===== src/rtl/uart_pkg.sv =====
// Shared UART definitions: parity modes, transmitter states, width limits.
package uart_pkg;

    localparam int MAX_DATA_BITS = 9;

    localparam int PAR_NONE = 0;
    localparam int PAR_ODD  = 1;
    localparam int PAR_EVEN = 2;

    typedef enum logic [2:0] {
        IDLE,
        START_BIT,
        DATA,
        PARITY,
        STOP
    } tx_state_t;

endpackage


===== src/rtl/uart_baud_tick.sv =====
// Bit-time counter: counts 0..CLKS_PER_BIT-1 and flags the last cycle of a bit.
module uart_baud_tick
    import uart_pkg::*;
#(
    parameter int CLKS_PER_BIT = 16
) (
    input  logic clk,
    input  logic rst,
    input  logic clr,
    output logic tick
);

    localparam int CW = (CLKS_PER_BIT > 1) ? $clog2(CLKS_PER_BIT) : 1;
    localparam logic [CW-1:0] LAST = CW'(CLKS_PER_BIT - 1);

    logic [CW-1:0] cnt_q, cnt_d;

    // Next count: hold at zero while cleared, wrap after the last cycle of a bit.
    always_comb begin
        cnt_d = cnt_q;
        if (clr || (cnt_q == LAST)) begin
            cnt_d = '0;
        end else begin
            cnt_d = cnt_q + CW'(1);
        end
    end

    // Counter register.
    always_ff @(posedge clk) begin
        if (rst) begin
            cnt_q <= '0;
        end else begin
            cnt_q <= cnt_d;
        end
    end

    // With one clock per bit the counter sits at zero and every cycle is a tick.
    assign tick = (cnt_q == LAST);

endmodule


===== src/rtl/uart_tx_cfg.sv =====
// Configurable UART transmitter: start bit, DATA_BITS data bits LSB first,
// optional parity, one or two stop bits; OUT comes straight from a flop.
module uart_tx_cfg #(
    parameter int DATA_BITS    = 8,
    parameter int CLKS_PER_BIT = 16,
    parameter int PARITY       = 0,
    parameter int STOP_BITS    = 1
) (
    input  logic                 CLK,
    input  logic                 RST,
    input  logic                 TX_EN,
    input  logic                 START,
    input  logic [DATA_BITS-1:0] TX_IN,
    output logic                 OUT,
    output logic                 BUSY,
    output logic                 DONE
);
    import uart_pkg::*;

    localparam int SW = DATA_BITS + 1;
    localparam int BW = $clog2(DATA_BITS + 1);
    localparam logic [BW-1:0] LAST_BIT  = BW'(DATA_BITS - 1);
    localparam logic          LAST_STOP = (STOP_BITS == 2);

    if (DATA_BITS < 5 || DATA_BITS > MAX_DATA_BITS) begin : g_bad_data_bits
        $error("uart_tx_cfg: DATA_BITS must be 5..%0d", MAX_DATA_BITS);
    end
    if (CLKS_PER_BIT < 1) begin : g_bad_clks_per_bit
        $error("uart_tx_cfg: CLKS_PER_BIT must be at least 1");
    end
    if (PARITY != PAR_NONE && PARITY != PAR_ODD && PARITY != PAR_EVEN) begin : g_bad_parity
        $error("uart_tx_cfg: PARITY must be 0, 1 or 2");
    end
    if (STOP_BITS != 1 && STOP_BITS != 2) begin : g_bad_stop_bits
        $error("uart_tx_cfg: STOP_BITS must be 1 or 2");
    end

    function automatic logic parity_bit(input logic [DATA_BITS-1:0] w);
        return (PARITY == PAR_ODD) ? ~^w : ^w;
    endfunction

    tx_state_t         state_q, state_d;
    logic [SW-1:0]     shift_q, shift_d;
    logic [BW-1:0]     bit_cnt_q, bit_cnt_d;
    logic              stop_cnt_q, stop_cnt_d;
    logic              out_q, out_d;
    logic              done_q, done_d;
    logic              tick;

    // Baud counter is held clear in IDLE so each frame starts on a fresh bit time.
    uart_baud_tick #(
        .CLKS_PER_BIT(CLKS_PER_BIT)
    ) u_baud (
        .clk (CLK),
        .rst (RST),
        .clr (state_q == IDLE),
        .tick(tick)
    );

    // Next-state and next-output logic; OUT is prepared one cycle ahead of the line.
    // The parity bit rides above the data word, so it reaches bit 1 as the last data bit goes out.
    always_comb begin
        state_d    = state_q;
        shift_d    = shift_q;
        bit_cnt_d  = bit_cnt_q;
        stop_cnt_d = stop_cnt_q;
        out_d      = out_q;
        done_d     = 1'b0;
        case (state_q)
            IDLE: begin
                out_d = 1'b1;
                if (START && TX_EN) begin
                    shift_d   = {parity_bit(TX_IN), TX_IN};
                    bit_cnt_d = '0;
                    state_d   = START_BIT;
                    out_d     = 1'b0;
                end
            end
            START_BIT: begin
                if (tick) begin
                    state_d   = DATA;
                    bit_cnt_d = '0;
                    out_d     = shift_q[0];
                end
            end
            DATA: begin
                if (tick) begin
                    shift_d   = shift_q >> 1;
                    bit_cnt_d = bit_cnt_q + BW'(1);
                    out_d     = shift_q[1];
                    if (bit_cnt_q == LAST_BIT) begin
                        if (PARITY != PAR_NONE) begin
                            state_d = uart_pkg::PARITY;
                        end else begin
                            state_d    = STOP;
                            stop_cnt_d = 1'b0;
                            out_d      = 1'b1;
                        end
                    end
                end
            end
            uart_pkg::PARITY: begin
                if (tick) begin
                    state_d    = STOP;
                    stop_cnt_d = 1'b0;
                    out_d      = 1'b1;
                end
            end
            STOP: begin
                out_d = 1'b1;
                if (tick) begin
                    if (stop_cnt_q == LAST_STOP) begin
                        state_d = IDLE;
                        done_d  = 1'b1;
                    end else begin
                        stop_cnt_d = 1'b1;
                    end
                end
            end
            default: begin
                state_d = IDLE;
                out_d   = 1'b1;
            end
        endcase
    end

    // Control registers; reset truncates any frame in flight without a DONE.
    always_ff @(posedge CLK) begin
        if (RST) begin
            state_q    <= IDLE;
            bit_cnt_q  <= '0;
            stop_cnt_q <= 1'b0;
            out_q      <= 1'b1;
            done_q     <= 1'b0;
        end else begin
            state_q    <= state_d;
            bit_cnt_q  <= bit_cnt_d;
            stop_cnt_q <= stop_cnt_d;
            out_q      <= out_d;
            done_q     <= done_d;
        end
    end

    // Data shift register; contents only matter once a word has been accepted.
    always_ff @(posedge CLK) begin
        shift_q <= shift_d;
    end

    assign OUT  = out_q;
    assign BUSY = (state_q != IDLE);
    assign DONE = done_q;

endmodule


===== config.mk =====
export PLATFORM = sky130hd
export DESIGN_NAME = uart_tx_cfg
export DESIGN_NICKNAME = d
export VERILOG_FILES = /design/src/rtl/uart_pkg.sv /design/src/rtl/uart_baud_tick.sv /design/src/rtl/uart_tx_cfg.sv
export SDC_FILE = /design/constraint.sdc
export NUM_CORES = 1
export LEC_CHECK = 0
export CORE_MARGIN = 3
export CORE_UTILIZATION = 40
export CTS_CLUSTER_SIZE = 12
export DETAILED_ROUTE_END_ITERATION = 8
export GPL_TIMING_DRIVEN = 1
export PLACE_DENSITY_LB_ADDON = 0.2
export SLEW_MARGIN = 0
export SYNTH_ARGS = -nofsm -noshare
export SYNTH_HDL_FRONTEND = slang
export SYNTH_SLANG_ARGS = --single-unit

===== constraint.sdc =====
create_clock -name CLK -period 2.8 [get_ports CLK]
set_input_delay 0.42 -clock CLK [delete_from_list [all_inputs] [get_ports CLK]]
set_output_delay 0.42 -clock CLK [all_outputs]
set_load 0.01 [all_outputs]

# == Word-level counts from Yosys, hierarchy flattened ==
# Cells that the tools add are included.
# totals
register_bits,23
input_bits,12
out_inout_bits,3
word_cells,67
# op_classes
addsub,2
eq_ne,13
muxes,28
n_bitwise,2
n_reduce_logical,15
# ops
operator,n
2-to-1 mux 3 bit,7
2-to-1 mux 9 bit,2
one-hot mux 9 bit (2 select lines),1
one-hot mux 3 bit (5 select lines),1
"!= test 2 bit, second input constant",7
2-to-1 mux 4 bit,3
one-hot mux 4 bit (3 select lines),1
2-to-1 mux 1 bit,11
nonzero test 3 bit,3
"adder 4 x 1 -> 4 bit, second input constant",2
parity 8 bit,1
AND reduction 7 bit,1
"equality test 3 x 2 -> 1 bit, second input constant",2
AND reduction 3 bit,2
AND reduction 5 bit,1
"equality test 4 x 3 -> 1 bit, second input constant",1
"equality test 4 bit, second input constant",1
one-hot mux 1 bit (4 select lines),1
AND reduction 4 bit,1
"equality test 3 x 1 -> 1 bit, second input constant",1
"equality test 3 bit, second input constant",1
logical NOT 3 bit,1
one-hot mux 1 bit (3 select lines),1
OR reduction 3 bit,1
5 further kinds,6

# == Depth between registers and ports, before layout ==
# depth
depth_word,4
depth_mapped,6
ltp_nobuf,5

# == Hierarchy ==
# A second synthesis with hierarchy kept.
# hier_totals
hier_cells,105
hier_area_um2,1082.3
# modules_own_cells
mod,n_inst,cells_each,area_per_inst_um2,seq_area_each_um2
uart_tx_cfg,1,89,924.6,450.4
uart_baud_tick,1,16,157.7,80.1

# == Least setup slack after synthesis ==
# No wires, ideal clock.
# synth_timing
path_type,flip-flop to flip-flop
from,register u_baud.cnt_q[0]
to,register shift_q[0] (enable)
setup_ps,387
t_arrival_ps,1572
t_required_ps,2413
path_slack_ps,841
stages_incl_launch_ff,6
n_path_buf,1
synth_period_minus_slack_ps,1959
path_cell_list,dfxtp_1 -> ha_1 -> and3_1 -> buf_2 -> a21oi_1 -> nor3_1
# synth_via
elab_chain_cells,3
# synth_rtl
item,line_no,text
from (decl),uart_baud_tick.sv:16,"logic [CW-1:0] cnt_q, cnt_d;"
from (signal assigned),uart_baud_tick.sv:33,cnt_q <= cnt_d;
equality test 4 bit,uart_baud_tick.sv:38,assign tick = (cnt_q == LAST);
!= test 2 bit (no source line),--,
AND reduction 3 bit (no source line),--,
to (signal assigned),uart_tx_cfg.sv:146,shift_q <= shift_d;
to (decl),uart_tx_cfg.sv:43,"logic [SW-1:0] shift_q, shift_d;"
# No other way between the ends.
# A chain may end at the register's enable or synchronous reset.

# == Worst setup path after layout ==
# layout_timing
from,register state_q[2]
to,output port BUSY
# layout_via
elab_chain_cells,1
# layout_rtl
item,line_no,text
from (decl),uart_tx_cfg.sv:42,"tx_state_t state_q, state_d;"
from (signal assigned),uart_tx_cfg.sv:136,state_q <= state_d;
nonzero test 3 bit,uart_tx_cfg.sv:150,assign BUSY = (state_q != IDLE);
to (decl),uart_tx_cfg.sv:15,"output logic BUSY,"
# No other way between the ends.

==> flow_metrics.env <==
export IMPL_synth_area_per_cell_um2=9.12
export IMPL_drt_iter0_markers=25
export IMPL_std_cell_rows=18
export IMPL_start_kind="flip-flop"
export IMPL_peakVddDrop_mv=0.319
export IMPL_status="finished, final reports clean"
export IMPL_die_area_um2=3400
export IMPL_final_cells=163
export IMPL_grt_overflow=0
export IMPL_slew_viol_final=0
export IMPL_holdCritPathClass="reg -> reg"
export IMPL_synth_top_family_by_area="simple AND/OR/NAND/NOR gates"
export IMPL_regArea_um2=531
export IMPL_cts_buffer_depth=2
export IMPL_grt_max_degree=16
export IMPL_fmax_mhz=469
export IMPL_p_per_area_nw_per_um2=445
export IMPL_synth_compound_area_share_pct=9.71
export IMPL_yosysSeqAreaShare_pct=48.5
export IMPL_synth_nets=134
export IMPL_yosysMostFrequentCell="nand2_1"
export IMPL_antenna_found_initial=0
export IMPL_area_growth_pct=16.5
export IMPL_synth_top_area_share_pct=24.7
export IMPL_ys_top_cells_by_count="nand2_1, dfxtp_1, edfxtp_1, nor2_1, a21oi_1"
export IMPL_port_buffer_count=14
export IMPL_synthXorXnorAreaFrac_pct=8.00
export IMPL_place_congestion=0.768
export IMPL_htreeDepth=1
export IMPL_worstPathRequired_ns=2.38
export IMPL_setup_viol=0
export IMPL_vias=846
export IMPL_tritoncts="yes"
export IMPL_ctsHoldBuffers=0
export IMPL_netlist_instances=120
export IMPL_fillers=242
export IMPL_insertion_delay_ns=0.31
export IMPL_grt_pass1_wl_um=3430
export IMPL_layout_nets=148
export IMPL_drv_cap=0
export IMPL_clockRootBuffer="clkbuf_4"
export IMPL_fin_tns_setup_ns=0
export IMPL_n_antenna_cell=0
export IMPL_synth_edf_count=9
export IMPL_wl_per_cell_um=12.1
export IMPL_cts_resized=0
export IMPL_period_share_pct=76.1
export IMPL_ys_ff_latch=22
export IMPL_synth_area_um2=1090
export IMPL_grtUsageTotal_pct=13.1
export IMPL_multi_input_area_um2=518
export IMPL_ys_types=28
export IMPL_synth_largest_area_cell="edfxtp_1"
export IMPL_io_pins=15
export IMPL_yosys_area_share_adder_pct=2.29
export IMPL_drt_total_wl_um=1980
export IMPL_core_um2=2540
export IMPL_antenna_left=0
export IMPL_synthArstFlopShare_pct=0
export IMPL_relSlewSlack_pct=69.2
export IMPL_first_pass_iters=4
export IMPL_critPathMaxFanout=15
export IMPL_synth_main_ff_cell="dfxtp_1"
export IMPL_die_w_um=58.3
export IMPL_rsz0062_at_grt="no"
export IMPL_worstMarginPinSlew_ns=0.462
export IMPL_cts_sinks=22
export IMPL_critPathKind="reg -> out"
export IMPL_first_global_vias=781
export IMPL_dp_cells=159
export IMPL_initial_core_util_pct=43.0
export IMPL_drc_errors=0
export IMPL_post_cts_buffers=0
export IMPL_dpl_hpwl_um=1430
export IMPL_synth_mux_area_share_pct=0
export IMPL_finalCriticalPeriod_ns=2.13
export IMPL_cts_made_buffers=3
export IMPL_path_clk_slew_ns=0.12
export IMPL_endpoint_kind="output pin"
export IMPL_yosys_area_share_simple_pct=27.3
export IMPL_synth_area_leaders="edfxtp_1, dfxtp_1, nand2_1"
export IMPL_worst_ep_arrival_time_ns=1.71
export IMPL_p_leak_nw=0.473
export IMPL_yosys_warnings=0
export IMPL_viasPerCell=5.19
export IMPL_die_h_um=58.3
export IMPL_hold_viol_final=0
export IMPL_fin_worst_skew_ns=0.00976
export IMPL_drive_gt1_share_pct=6.02
state kept, by name, indices dropped and copies added, names as in the netlist:
signal,count
state_q,3
DONE,1
u_baud.cnt_q,4
bit_cnt_q,4
shift_q,9
OUT,1
through the flow:
step	setup slack (ns)	hold slack, ns	instance area [um2]	utilization [%]	power (mW)
floorplan	0.841	0.418	1090	-	0.397
global placement	1.02	0.433	1250	49.1	0.426
detailed placement	1.01	0.453	1250	49.1	0.428
CTS	0.668	0.470	1270	50.1	0.577
global route	0.505	0.481	1270	50.1	0.597
finish	0.668	0.463	1270	50.1	0.567
final timing paths:
path                   start              end  slack (ns)  cells past startpoint
max               state_q[2]             BUSY        0.67                      3
min          u_baud.cnt_q[0]  u_baud.cnt_q[0]        0.46                      1
max reg2reg  u_baud.cnt_q[0]       shift_q[7]        1.11                      5
min reg2reg  u_baud.cnt_q[0]  u_baud.cnt_q[0]        0.46                      1
final cells by class:
type | count | share of cell area, %
multi-input cells | 89 | 40.6
clock buffers | 4 | 2.06
well taps | 30 | 2.94
inverters | 2 | 0.589
flip-flops and latches | 22 | 41.6
repair buffers | 16 | 12.2
layer usage:
| metal | global-route usage [%] | routed length [um] |
|---|---|---|
| met1 | 17.2 | 983 |
| met2 | 20.7 | 888 |
| met3 | 4.61 | 90 |
| met4 | 2.98 | 15 |
| met5 | 0 | 0 |
layout by cell type (no fill, tap or decap), drive strengths merged:
| cell | netlist | final |
|---|---|---|
| nand2 | 25 | 25 |
| clkdlybuf4s50 | 0 | 14 |
| dfxtp | 13 | 13 |
| nor2 | 9 | 9 |
| edfxtp | 9 | 9 |
| a21oi | 8 | 8 |
| xnor2 | 6 | 6 |
| o21ai | 6 | 6 |
| nor3 | 5 | 5 |
| nand3 | 5 | 5 |
| xor2 | 4 | 4 |
| clkbuf | 2 | 4 |
| or3 | 3 | 3 |
| a31oi | 3 | 3 |
| inv | 2 | 2 |
| or3b | 2 | 2 |
| and3b | 2 | 2 |
| ha | 2 | 2 |
| buf | 5 | 2 |
| nor3b | 1 | 1 |
| and3 | 1 | 1 |
| and4bb | 1 | 1 |
| nand2b | 1 | 1 |
| nor4 | 1 | 1 |
| o221ai | 1 | 1 |
| nand4b | 1 | 1 |
| o32ai | 1 | 1 |
| nor4b | 1 | 1 |
where the power goes:
| part | leakage, nW | internal, mW | switching [mW] |
|---|---|---|---|
| Combinational | 0.269 | 0.0369 | 0.0316 |
| Clock | 0.0150 | 0.0556 | 0.0909 |
| Sequential | 0.189 | 0.346 | 0.00632 |
| Total | 0.473 | 0.438 | 0.129 |
logic make-up (layout without fill, tap and decap cells):
group                    count (synthesis)  in the layout
adder cells (fa/ha/maj)                  2              2
AND/OR/NAND/NOR                         58             58
buffers and inverters                    9             22
flip-flops                              22             22
XOR/XNOR                                10             10
AO/OA/AOI/OAI                           19             19
worst max-delay path, cell delays in order (launching register included):
cell and delay, ns:
dfxtp_1 0.63, nor3_1 0.17, inv_1 0.08, clkdlybuf4s50_1 0.53
Note: power is estimated with default switching activity, not from simulation.
